[src/rtl/m68k_bus_responder.sv]
// 68000 bus target: decodes a 32-byte window, serves a 16-word register file,
// answers with DTACK after programmable wait states (BERR on writes to the ID word).
//
// state    | meaning
// ---------+-----------------------------------------------------------------
// S_IDLE   | waiting for a fresh AS assertion that hits the window
// S_STROBE | address latched, waiting for UDS and/or LDS
// S_WAIT   | counting down wait states before answering
// S_ACK    | DTACK asserted (read data driven), held until AS negates
// S_ERR    | BERR asserted for an illegal write, held until AS negates
module m68k_bus_responder #(
    parameter logic [23:0] BASE_ADDR   = 24'hE80000,
    parameter int unsigned WAIT_CYCLES = 8,
    parameter logic [15:0] ID_VALUE    = 16'h5053
) (
    input  logic        PI_CLK,
    input  logic        M68K_RESET_n,
    input  logic [23:1] M68K_A,
    input  logic        M68K_AS_n,
    input  logic        M68K_UDS_n,
    input  logic        M68K_LDS_n,
    input  logic        M68K_RW,
    input  logic [15:0] M68K_D_IN,
    output logic [15:0] M68K_D_OUT,
    output logic        M68K_D_OE,
    output logic        M68K_DTACK_n,
    output logic        M68K_BERR_n,
    output logic [2:0]  M68K_IPL_n
);

    typedef enum logic [2:0] {
        S_IDLE,
        S_STROBE,
        S_WAIT,
        S_ACK,
        S_ERR
    } state_t;

    localparam logic [3:0] ID_IDX  = 4'd14;
    localparam logic [3:0] IPL_IDX = 4'd15;

    state_t      r_state;
    logic [1:0]  r_as_sync;
    logic [1:0]  r_uds_sync;
    logic [1:0]  r_lds_sync;
    logic [1:0]  r_rw_sync;
    logic        r_armed;
    logic [3:0]  r_idx;
    logic        r_rw;
    logic        r_uds;
    logic        r_lds;
    logic [7:0]  r_cnt;
    logic [15:0] r_regs [16];
    logic [15:0] r_d_out;
    logic        r_d_oe;
    logic        r_dtack_n;
    logic        r_berr_n;
    logic [2:0]  r_ipl_n;

    logic        w_as_n;
    logic        w_uds_n;
    logic        w_lds_n;
    logic        w_rw;
    logic        w_hit;
    logic [15:0] w_rdata;

    assign w_as_n  = r_as_sync[1];
    assign w_uds_n = r_uds_sync[1];
    assign w_lds_n = r_lds_sync[1];
    assign w_rw    = r_rw_sync[1];
    assign w_hit   = (M68K_A[23:5] == BASE_ADDR[23:5]);
    assign w_rdata = (r_idx == ID_IDX) ? ID_VALUE : r_regs[r_idx];

    always_ff @(posedge PI_CLK or negedge M68K_RESET_n) begin
        if (!M68K_RESET_n) begin
            r_as_sync  <= 2'b11;
            r_uds_sync <= 2'b11;
            r_lds_sync <= 2'b11;
            r_rw_sync  <= 2'b11;
        end else begin
            r_as_sync  <= {r_as_sync[0], M68K_AS_n};
            r_uds_sync <= {r_uds_sync[0], M68K_UDS_n};
            r_lds_sync <= {r_lds_sync[0], M68K_LDS_n};
            r_rw_sync  <= {r_rw_sync[0], M68K_RW};
        end
    end

    always_ff @(posedge PI_CLK or negedge M68K_RESET_n) begin
        if (!M68K_RESET_n) begin
            r_state   <= S_IDLE;
            r_armed   <= 1'b0;
            r_idx     <= '0;
            r_rw      <= 1'b1;
            r_uds     <= 1'b0;
            r_lds     <= 1'b0;
            r_cnt     <= '0;
            r_d_out   <= '0;
            r_d_oe    <= 1'b0;
            r_dtack_n <= 1'b1;
            r_berr_n  <= 1'b1;
            r_ipl_n   <= 3'b111;
            for (int i = 0; i < 16; i++) begin
                r_regs[i] <= '0;
            end
        end else begin
            r_ipl_n <= ~r_regs[IPL_IDX][2:0];
            case (r_state)
                S_IDLE: begin
                    // A cycle is only accepted once AS has been seen negated here.
                    if (w_as_n) begin
                        r_armed <= 1'b1;
                    end else if (r_armed && w_hit) begin
                        r_idx   <= M68K_A[4:1];
                        r_rw    <= w_rw;
                        r_armed <= 1'b0;
                        r_state <= S_STROBE;
                    end
                end
                S_STROBE: begin
                    if (w_as_n) begin
                        r_state <= S_IDLE;
                    end else if (!w_uds_n || !w_lds_n) begin
                        r_uds   <= ~w_uds_n;
                        r_lds   <= ~w_lds_n;
                        r_cnt   <= 8'(WAIT_CYCLES);
                        r_state <= S_WAIT;
                    end
                end
                S_WAIT: begin
                    if (w_as_n) begin
                        r_state <= S_IDLE;
                    end else if (r_cnt == 8'd0) begin
                        if (!r_rw && (r_idx == ID_IDX)) begin
                            r_berr_n <= 1'b0;
                            r_state  <= S_ERR;
                        end else begin
                            r_dtack_n <= 1'b0;
                            r_d_oe    <= r_rw;
                            r_state   <= S_ACK;
                            if (r_rw) begin
                                r_d_out <= w_rdata;
                            end else begin
                                if (r_uds) r_regs[r_idx][15:8] <= M68K_D_IN[15:8];
                                if (r_lds) r_regs[r_idx][7:0]  <= M68K_D_IN[7:0];
                            end
                        end
                    end else begin
                        r_cnt <= r_cnt - 8'd1;
                    end
                end
                S_ACK: begin
                    if (w_as_n) begin
                        r_dtack_n <= 1'b1;
                        r_d_oe    <= 1'b0;
                        r_state   <= S_IDLE;
                    end
                end
                S_ERR: begin
                    if (w_as_n) begin
                        r_berr_n <= 1'b1;
                        r_state  <= S_IDLE;
                    end
                end
                default: r_state <= S_IDLE;
            endcase
        end
    end

    assign M68K_D_OUT   = r_d_out;
    assign M68K_D_OE    = r_d_oe;
    assign M68K_DTACK_n = r_dtack_n;
    assign M68K_BERR_n  = r_berr_n;
    assign M68K_IPL_n   = r_ipl_n;

endmodule

[config.mk]
export PLATFORM = sky130hd
export DESIGN_NAME = m68k_bus_responder
export DESIGN_NICKNAME = d
export VERILOG_FILES = /design/src/rtl/m68k_bus_responder.sv
export SDC_FILE = /design/constraint.sdc
export NUM_CORES = 1
export LEC_CHECK = 0
export ABC_AREA = 1
export BUFFER_PORTS_ARGS = -buffer_cell sky130_fd_sc_hd__buf_4
export CAP_MARGIN = 20
export CELL_PAD_IN_SITES_DETAIL_PLACEMENT = 0
export CELL_PAD_IN_SITES_GLOBAL_PLACEMENT = 1
export CORE_ASPECT_RATIO = 0.5
export CORE_MARGIN = 1
export CORE_UTILIZATION = 46
export DETAILED_ROUTE_END_ITERATION = 10
export MAX_ROUTING_LAYER = met4
export PLACE_DENSITY = 0.85
export SKIP_LAST_GASP = 1
export SLEW_MARGIN = 20
export SYNTH_ARGS = -nofsm -noshare
export SYNTH_HDL_FRONTEND = slang
export SYNTH_SLANG_ARGS = --single-unit
[constraint.sdc]
create_clock -name PI_CLK -period 2 [get_ports PI_CLK]
set_input_delay 0.4 -clock PI_CLK [delete_from_list [all_inputs] [get_ports PI_CLK]]
set_output_delay 0.4 -clock PI_CLK [all_outputs]
set_load 0.1 [all_outputs]
==> results of run 1 <==
[synthesized netlist by cell type (all sizes together)]
| cell | instances | area, µm² |
|---|---|---|
| dfstp | 14 | 367.9 |
| dfrtp | 291 | 7282 |
| inv | 45 | 171.4 |
| xor2 | 5 | 43.79 |
| xnor2 | 1 | 8.760 |
| clkbuf | 74 | 277.8 |
| nand4 | 125 | 782.0 |
| nor2 | 85 | 352.8 |
| and2 | 1 | 6.260 |
| nor3 | 6 | 46.30 |
| o21a | 2 | 15.01 |
| buf | 57 | 362.8 |
| ha | 2 | 25.02 |
| a21oi | 4 | 20.02 |
| clkinv | 15 | 56.30 |
| nand2 | 1105 | 4168 |
| nand3 | 54 | 432.9 |
| o21ai | 143 | 715.7 |
| or2 | 1 | 6.260 |
[registers in the layout, indices dropped and copies added (netlist names), 2 cells and up]
name        flops
M68K_D_OUT     16
r_lds_sync      2
r_rw_sync       2
r_idx           4
r_state         3
r_regs        256
r_as_sync       2
M68K_IPL_n      3
r_cnt           8
r_uds_sync      2
[cell type report]
class	count	area share [%]
Clock buffer	44	5.000
Inverter	60	1.329
Clock inverter	11	0.3566
Sequential cell	305	42.80
Tap cell	432	3.021
Timing Repair Buffer	175	9.573
Multi-Input combinational cell	1541	37.92
[placed cells by master, fill, tap and decap left out, types with 6 or more instances in the layout]
cell and count:
nand2_1 1100, dfrtp_1 288, buf_4 135, nand4_1 125
o21ai_1 97, nor2_1 78, o21ai_0 46, inv_1 37
clkbuf_16 37, nand3_2 25, nand3_1 24, buf_12 18
dfstp_2 14, clkinv_1 14, nand3_4 12, clkinv_2 8
clkbuf_8 7, buf_6 7, clkbuf_1 6
[critical path: stages (launching register included)]
cell       delay [ns]
dfrtp_1          0.42
nor2_1           0.15
nand2_1          0.13
nor2_4           0.13
nand2_4          0.08
nor2_8           0.22
buf_12           0.22
nand3_4          0.13
clkbuf_16        0.22
nand2_1          0.05
o21ai_1          0.05
[through the flow]
stage | instance area, µm² | worst slack (ns) | util [%] | hold WS, ns | power [µW]
floorplan | 15140 | 0.1840 | - | 0.1044 | 8471
global placement | 16360 | 0.05096 | 51.13 | 0.3021 | 9310
detailed placement | 16360 | 0.03019 | 51.13 | 0.3020 | 9324
CTS | 17370 | 0.007355 | 54.29 | 0.08040 | 14970
global route | 17890 | -0.06640 | 55.92 | 0.1024 | 15820
finish | 17890 | 0.04693 | 55.92 | 0.09955 | 15180
[layer usage]
layer | wire, µm | share of wire, % | track usage, % | vias to the layer above
li1 | - | - | - | 6634
met1 | 21560 | 46 | 38.42 | 6521
met2 | 20470 | 44 | 42.17 | 463
met3 | 3577 | 7.7 | 4.351 | 77
met4 | 941 | 2.0 | 6.404 | 0
met5 | 0 | 0 | - | -
[worst max-delay path by stage]
stage               slack [ns]                 endpoint                 start
global placement          0.05  r_regs[251]$_DFFE_PN0P_  r_cnt[1]$_DFFE_PN0P_
CTS                      0.007  r_regs[252]$_DFFE_PN0P_  r_cnt[0]$_DFFE_PN0P_
floorplan                 0.18   r_regs[94]$_DFFE_PN0P_  r_cnt[0]$_DFFE_PN0P_
detailed placement        0.03  r_regs[254]$_DFFE_PN0P_  r_cnt[0]$_DFFE_PN0P_
global route             -0.07  r_regs[238]$_DFFE_PN0P_  r_cnt[4]$_DFFE_PN0P_
finish                    0.05   r_regs[12]$_DFFE_PN0P_  r_cnt[3]$_DFFE_PN0P_
[timing repair]
action | 4_1_cts | 5_1_grt
gates resized for setup | 0 | 46
hold endpoints to repair | 32 | 0
hold buffers | 5 | 0
setup endpoints to repair | 0 | 170
setup buffers | 0 | 15
[power breakdown]
group	leakage [µW]	total (µW)	internal (µW)	switching [µW]
clock	0.000475	5640	3090	2540
combinational	0.00559	2930	894	2040
sequential	0.00296	6620	6440	180
[cells by family (layout without fill, tap and decap cells)]
group	after synthesis	after routing	share of synthesized area, %
AO/OA/AOI/OAI	149	149	4.958
XOR/XNOR	6	6	0.3471
adder cells (fa/ha/maj)	2	2	0.1652
buffers and inverters	191	290	5.735
flip-flops	305	305	50.52
AND/OR/NAND/NOR	1377	1384	38.27
==> impl_metrics.json, run 1 <==
{
  "syn_inst": 2030,
  "vias_in_the_first_global_route": 12730,
  "grt_overflow_total": 0,
  "period_share_pct": 97.65,
  "power.leakage_uw": 0.009031,
  "clock-sinks": 305,
  "net_count_of_the_finished_layout": 2160,
  "ff2ff_setup_slack_ns": 0.05,
  "initial_utilization_pct": 47.31,
  "hold_class": "primary input to flip-flop",
  "synthesis.nets": 2077,
  "layoutNonFillerInstCount": 2568,
  "placement_rows": 46,
  "worstHoldStart": "M68K_A[4]",
  "critPathCaptureType": "flip-flop",
  "timing.reg2reg.worst_path_depth": 10,
  "slew_worst_pin_ns": 0.5935,
  "critPathLaunchType": "flip-flop",
  "timing.hold.worst_path_depth": 3,
  "crit_fanout": 10,
  "vias": 13700,
  "reg2reg_to": "r_regs[12]$_DFFE_PN0P_",
  "worst_endpoint_data_arrival_time_ns": 2.40,
  "worst_hold_path.endpoint": "r_idx[3]$_DFFE_PN0P_",
  "vias_per_cell": 5.333,
  "outcome": "finished, final reports clean",
  "drtAntennaViolNets": 0,
  "max_cap_viol_count": 0,
  "rsz0062_at_grt": "yes",
  "ir_worst_vdd_uv": 682.0,
  "cts-root-buf": "clkbuf_16",
  "final.setup_skew_ns": 0.01186,
  "fillers": 3112,
  "io_pins": 67,
  "placedCellCount": 2478,
  "timing.final.hold_violations": 0,
  "syn_area_per_cell_um2": 7.459,
  "routed_wl_mm": 46.55,
  "number_of_synthesized_register_bits": 305,
  "fp.dieW_um": 258.6,
  "clk_transition_reported_paths_ns": 0.07,
  "cts_inserted_buffers": 30,
  "place.port_buffers": 66,
  "avgRoutedWirePerCell_um": 18.13,
  "netlist_area_um2": 15140,
  "report.final.setup_viol": 0,
  "grt_start_max_net_pins": 122,
  "cp_data_required_time_ns": 2.44,
  "antenna-diode-count": 0,
  "die_y_um": 130.3,
  "max_freq_mhz": 512.0,
  "grt_use_total_pct": 27.51,
  "period_minus_slack_ns": 1.953,
  "timing.rr.start": "r_cnt[3]$_DFFE_PN0P_",
  "drtPass1Iterations": 5,
  "dp_hpwl_mm": 28.01,
  "routabilityCongestion": 0.8486,
  "area.sequential_um2": 7659,
  "remaining_drc_errors": 0,
  "grt_first_pass_wirelength_mm": 70.03,
  "multi_input_logic_area_um2": 6785,
  "pwrdens_nw_per_um2": 848.5,
  "synth-seq-area-share_pct": 50.52,
  "synth-warning-count": 0,
  "synthDistinctLibCells": 36,
  "area.growth.synth_to_final_pct": 18.18,
  "timing_max_transition_violations_final": 0,
  "area_of_the_die_um2": 33690,
  "clockBufferDepth": 3,
  "final.setup.tns_ns": 0,
  "antenna_found_initial": 0,
  "core_region_area_um2": 32000,
  "first_iter_violations": 1199,
  "cts_tree": "done",
  "clk-insertion-delay-late_ns": 0.58,
  "max-slew-margin-rel_pct": 60.39,
  "drive_above_1_share_pct": 13.90,
  "setup_cp_type": "flip-flop to flip-flop",
  "cts_htree_levels": 1
}
No activity file was read; power rests on OpenSTA's default activity.
==> run 2: changes to the inputs <==
--- a/config.mk
+++ b/config.mk
@@ -12,10 +12,10 @@
 export CELL_PAD_IN_SITES_GLOBAL_PLACEMENT = 1
 export CORE_ASPECT_RATIO = 0.5
 export CORE_MARGIN = 1
-export CORE_UTILIZATION = 46
+export CORE_UTILIZATION = 30
 export DETAILED_ROUTE_END_ITERATION = 10
 export MAX_ROUTING_LAYER = met4
-export PLACE_DENSITY = 0.85
+export PLACE_DENSITY = 0.61
 export SKIP_LAST_GASP = 1
 export SLEW_MARGIN = 20
 export SYNTH_ARGS = -nofsm -noshare
==> impl_metrics.json, run 2 (same netlist as run 1, synthesis figures left out) <==
{
  "outcome": "finished, final reports clean",
  "max_freq_mhz": 521.6,
  "cp_data_required_time_ns": 2.39,
  "grt_first_pass_wirelength_mm": 77.67,
  "area.sequential_um2": 7659,
  "placedCellCount": 2705,
  "place.port_buffers": 66,
  "area.growth.synth_to_final_pct": 20.27,
  "vias_in_the_first_global_route": 12960,
  "avgRoutedWirePerCell_um": 17.95,
  "first_iter_violations": 1111,
  "hold_class": "primary input to flip-flop",
  "drive_above_1_share_pct": 13.25,
  "period_minus_slack_ns": 1.917,
  "net_count_of_the_finished_layout": 2151,
  "crit_fanout": 8,
  "reg2reg_to": "r_regs[255]$_DFFE_PN0P_",
  "layoutNonFillerInstCount": 2777,
  "multi_input_logic_area_um2": 6663,
  "critical_path.endpoint": "r_regs[255]$_DFFE_PN0P_",
  "cts_inserted_buffers": 34,
  "globalRouteMet2Util_pct": 29.65,
  "routed_wl_mm": 49.86,
  "routabilityCongestion": 0.7861,
  "critPathCaptureType": "flip-flop",
  "largest_reg_flops": 256,
  "use_met1_pct": 28.30,
  "initial_utilization_pct": 30.81,
  "timing.rr.start": "r_cnt[2]$_DFFE_PN0P_",
  "antenna-diode-count": 0,
  "drtAntennaViolNets": 0,
  "timing.reg2reg.worst_path_depth": 10,
  "report.final.setup_viol": 0,
  "fp.dieW_um": 319.7,
  "clockBufferDepth": 3,
  "power.leakage_uw": 0.009086,
  "clock-sinks": 305,
  "ir_worst_vdd_uv": 726.4,
  "period_share_pct": 95.86,
  "timing_max_transition_violations_final": 0,
  "grt_start_max_net_pins": 122,
  "fillers": 5221,
  "grt_overflow_total": 0,
  "crit_family": "simple AND/OR/NAND/NOR gates",
  "vias_per_cell": 4.777,
  "die_y_um": 160.9,
  "placement_rows": 57,
  "max-slew-margin-rel_pct": 57.84,
  "remaining_drc_errors": 0,
  "rsz0062_at_grt": "yes",
  "delay_of_the_slowest_cell_on_the_worst_path_ns": 0.42,
  "timing.final.hold_violations": 0,
  "most_common_cell_after_layout_fill_and_taps_aside": "nand2_1",
  "cp_launch_point": "r_cnt[2]$_DFFE_PN0P_",
  "final.setup_skew_ns": 0.01628,
  "io_pins": 67,
  "grt.busiest_layer": "met2",
  "slew_worst_pin_ns": 0.6317,
  "antenna_found_initial": 0,
  "max_cap_viol_count": 0,
  "critPathSlowestCell": "dfrtp_1",
  "cpMostUsedCell": "nand2_1",
  "crit_cells": 10,
  "worstPathCellList": "nor2_1 -> nand2_1 -> nor2_2 -> nand2_2 -> nor2_8 -> buf_12 -> nand3_4 -> clkbuf_16 -> nand2_1 -> o21ai_0",
  "clk-insertion-delay-late_ns": 0.53,
  "area_of_the_die_um2": 51430,
  "whs_ns": 0.1829,
  "clk_transition_reported_paths_ns": 0.06,
  "drtPass1Iterations": 5,
  "grt_use_total_pct": 20.00,
  "met3_usage_pct": 3.720,
  "vias": 13270,
  "ff2ff_setup_slack_ns": 0.08,
  "reg_with_most_ffs": "r_regs",
  "cts-root-buf": "clkbuf_16",
  "critPathLaunchType": "flip-flop",
  "dp_hpwl_mm": 31.24,
  "cts_tree": "done",
  "worst_endpoint_data_arrival_time_ns": 2.31,
  "core_region_area_um2": 49140,
  "pwrdens_nw_per_um2": 873.5,
  "most_used_cells_in_the_layout_excluding_fill_and_tap_cells": "nand2_1 (1,100), dfrtp_1 (288), buf_4 (130), nand4_1 (125), o21ai_1 (96)",
  "cts_htree_levels": 2,
  "setup_cp_type": "flip-flop to flip-flop",
  "critical_path_buf_inv_count": 2
}
## run 2: per-stage QoR
stage / utilization [%] / setup WS [ns] / instance area, µm² / power (µW) / setup TNS (ns)
2_1_floorplan: - / 0.1840 / 15140 / 8471 / 0
3_3_place_gp: 34.31 / 0.01829 / 16860 / 9537 / 0
3_5_place_dp: 34.31 / 0.002748 / 16860 / 9530 / 0
4_1_cts: 36.72 / 0.04150 / 18040 / 16050 / 0
5_1_grt: 37.06 / -0.03535 / 18210 / 16680 / -0.4613
6_report: 37.06 / 0.08282 / 18210 / 15910 / 0
## run 2: per-layer routing
layer	vias to the layer above	share of wire [%]
li1	6602	-
met1	6346	51
met2	266	43
met3	51	4.4
met4	0	1.7
met5	-	0
## run 2: final cells by class
| cell class | instances | area share, % |
|---|---|---|
| inverter | 60 | 1.264 |
| clock inverter | 8 | 0.4191 |
| tap | 649 | 4.459 |
| sequential | 305 | 42.06 |
| timing repair buffer | 169 | 9.448 |
| multi-input combinational | 1534 | 36.59 |
| clock buffer | 52 | 5.765 |
## run 2: repair_timing
item                                    in CTS  in global routing
pin swaps                                    0                  3
hold buffers                                 5                  0
gates cloned                                 0                  4
gates resized for setup                      1                 15
endpoints found under the hold margin       35                  0
endpoints found under the setup margin       2                114
buffers inserted                             0                  3
## run 2: how the worst min path moves through the flow
| stage | from | endpoint | slack [ns] | cells past startpoint |
|---|---|---|---|---|
| 2_1_floorplan | M68K_RESET_n | M68K_D_OE$_DFFE_PN0P_ | 0.10 | 0 |
| 3_3_place_gp | r_as_sync[0]$_DFF_PN1_ | r_as_sync[1]$_DFF_PN1_ | 0.35 | 0 |
| 3_5_place_dp | r_rw_sync[0]$_DFF_PN1_ | r_rw_sync[1]$_DFF_PN1_ | 0.35 | 0 |
| 4_1_cts | M68K_A[1] | r_idx[0]$_DFFE_PN0P_ | 0.17 | 3 |
| 5_1_grt | M68K_A[1] | r_idx[0]$_DFFE_PN0P_ | 0.19 | 3 |
| 6_report | M68K_A[1] | r_idx[0]$_DFFE_PN0P_ | 0.18 | 3 |
## run 2: where the power goes
| part | internal, µW | switching (µW) |
|---|---|---|
| clock network | 3760 | 2660 |
| logic | 843 | 2030 |
| registers | 6440 | 173 |
## run 2: worst register-to-register path: stages (launching register included)
cell and delay (ns):
dfrtp_1 0.42, nor2_1 0.13, nand2_1 0.11, nor2_2 0.15
nand2_2 0.12, nor2_8 0.24, buf_12 0.18, nand3_4 0.11
clkbuf_16 0.21, nand2_1 0.05, o21ai_0 0.06
==> run 3: changes to the inputs <==
--- a/config.mk
+++ b/config.mk
@@ -14,7 +14,6 @@
 export CORE_MARGIN = 1
 export CORE_UTILIZATION = 30
 export DETAILED_ROUTE_END_ITERATION = 10
-export MAX_ROUTING_LAYER = met4
 export PLACE_DENSITY = 0.61
 export SKIP_LAST_GASP = 1
 export SLEW_MARGIN = 20
==> impl_metrics.json, run 3 (same netlist as run 1, synthesis figures left out) <==
{
  "report.final.setup_viol": 0,
  "clk-insertion-delay-late_ns": 0.53,
  "period_share_pct": 96.81,
  "io_pins": 67,
  "antenna-diode-count": 0,
  "clockBufferDepth": 3,
  "pwrdens_nw_per_um2": 874.7,
  "whs_ns": 0.1780,
  "reg_with_most_ffs": "r_regs",
  "cts_htree_levels": 2,
  "antenna_found_initial": 0,
  "timing_max_transition_violations_final": 0,
  "final.setup_skew_ns": 0.01495,
  "power.leakage_uw": 0.009074,
  "critical_path_buf_inv_count": 2,
  "critPathLaunchType": "flip-flop",
  "worst_endpoint_data_arrival_time_ns": 2.32,
  "hold_class": "primary input to flip-flop",
  "max_freq_mhz": 516.5,
  "crit_family": "simple AND/OR/NAND/NOR gates",
  "fillers": 5222,
  "most_common_cell_after_layout_fill_and_taps_aside": "nand2_1",
  "net_count_of_the_finished_layout": 2153,
  "grt_first_pass_wirelength_mm": 77.60,
  "period_minus_slack_ns": 1.936,
  "setup_cp_type": "flip-flop to flip-flop",
  "crit_fanout": 16,
  "drtPass1Iterations": 5,
  "critPathSlowestCell": "dfrtp_1",
  "remaining_drc_errors": 0,
  "clk_transition_reported_paths_ns": 0.06,
  "area.growth.synth_to_final_pct": 20.18,
  "grt_overflow_total": 0,
  "critPathCaptureType": "flip-flop",
  "cts_inserted_buffers": 34,
  "ir_worst_vdd_uv": 725.8,
  "initial_utilization_pct": 30.81,
  "core_region_area_um2": 49140,
  "max_cap_viol_count": 0,
  "routabilityCongestion": 0.7756,
  "cp_data_required_time_ns": 2.39,
  "first_iter_violations": 1101,
  "clock-sinks": 305,
  "cts_tree": "done",
  "final.setup.tns_ns": 0,
  "avgRoutedWirePerCell_um": 17.92,
  "vias": 13260,
  "delay_of_the_slowest_cell_on_the_worst_path_ns": 0.42,
  "timing.final.hold_violations": 0,
  "drive_above_1_share_pct": 13.38,
  "grt_start_max_net_pins": 122,
  "max-slew-margin-rel_pct": 57.68,
  "fp.dieW_um": 319.7,
  "grt_use_total_pct": 19.40,
  "cts-root-buf": "clkbuf_16",
  "routed_wl_mm": 49.81,
  "slew_worst_pin_ns": 0.6341,
  "area_of_the_die_um2": 51430,
  "place.port_buffers": 66,
  "worstPathCellList": "nor2_1 -> nand2_1 -> nor2_2 -> nand2_2 -> nor2_8 -> buf_12 -> buf_12 -> nand3_4 -> nand2_1 -> o21ai_1",
  "drtAntennaViolNets": 0,
  "most_used_cells_in_the_layout_excluding_fill_and_tap_cells": "nand2_1 (1,100), dfrtp_1 (288), buf_4 (132), nand4_1 (125), o21ai_1 (91)",
  "largest_reg_flops": 256,
  "die_y_um": 160.9,
  "vias_per_cell": 4.772,
  "rsz0062_at_grt": "yes",
  "dp_hpwl_mm": 31.24,
  "placement_rows": 57,
  "outcome": "finished, final reports clean",
  "vias_in_the_first_global_route": 12980
}
run 3: where the power goes:
part	leakage (µW)	total, µW	internal, µW	switching (µW)
logic	0.00555	2880	849	2030
registers	0.00296	6610	6440	174
clock network	0.000560	6420	3760	2660
run 3: cell type report:
class / count / area (µm²) / share of cell area, %
Multi-Input combinational cell: 1535 / 6669 / 36.65
Inverter: 60 / 230.2 / 1.265
Timing Repair Buffer: 170 / 1700 / 9.345
Sequential cell: 305 / 7659 / 42.09
Clock inverter: 8 / 76.32 / 0.4194
Clock buffer: 52 / 1050 / 5.769
Tap cell: 649 / 812.0 / 4.463
run 3: worst paths after layout:
| path | from | endpoint | slack [ns] | cells after the start |
|---|---|---|---|---|
| worst min-delay path | M68K_A[1] | r_idx[0]$_DFFE_PN0P_ | 0.18 | 3 |
| worst min register to register | r_uds_sync[0]$_DFF_PN1_ | r_uds_sync[1]$_DFF_PN1_ | 0.35 | 0 |
| min in group asynchronous | M68K_RESET_n | r_regs[225]$_DFFE_PN0P_ | 0.41 | 2 |
| worst max-delay path | r_cnt[2]$_DFFE_PN0P_ | r_regs[88]$_DFFE_PN0P_ | 0.06 | 10 |
| worst max register to register | r_cnt[2]$_DFFE_PN0P_ | r_regs[88]$_DFFE_PN0P_ | 0.06 | 10 |
| max in group asynchronous | M68K_RESET_n | r_regs[120]$_DFFE_PN0P_ | 0.88 | 3 |
run 3: timing repair:
item | CTS | global route
gates resized for setup | 1 | 14
setup endpoints to repair | 2 | 114
setup buffers | 0 | 7
hold endpoints to repair | 35 | 0
hold buffers | 5 | 0
pin swaps | 0 | 4
gates cloned | 0 | 2
run 3: metrics by stage:
stage / setup slack (ns) / total power (µW) / area, µm² / instances / utilization (%)
floorplan: 0.1840 / 8471 / 15140 / 2030 / -
global route: -0.07116 / 16690 / 18200 / 2779 / 37.03
finish: 0.06387 / 15920 / 18200 / 2779 / 37.03
CTS: 0.04150 / 16050 / 18040 / 2770 / 36.72
detailed placement: 0.002748 / 9530 / 16860 / 2705 / 34.31
global placement: 0.01829 / 9537 / 16860 / 2705 / 34.31
run 3: tightest hold or removal path: cells and delay by family:
kind | cells | cell delay [ns]
AOI/OAI and AO/OA | 1 | 0.15
buffers and inverters | 2 | 0.13
run 3: routing by layer:
layer / vias up / part of all wire, % / GRT usage (%)
met5: - / 0 / 0
met4: 0 / 1.7 / 4.240
met3: 51 / 4.7 / 3.720
met2: 279 / 43 / 29.67
met1: 6328 / 50 / 28.26
li1: 6602 / - / -
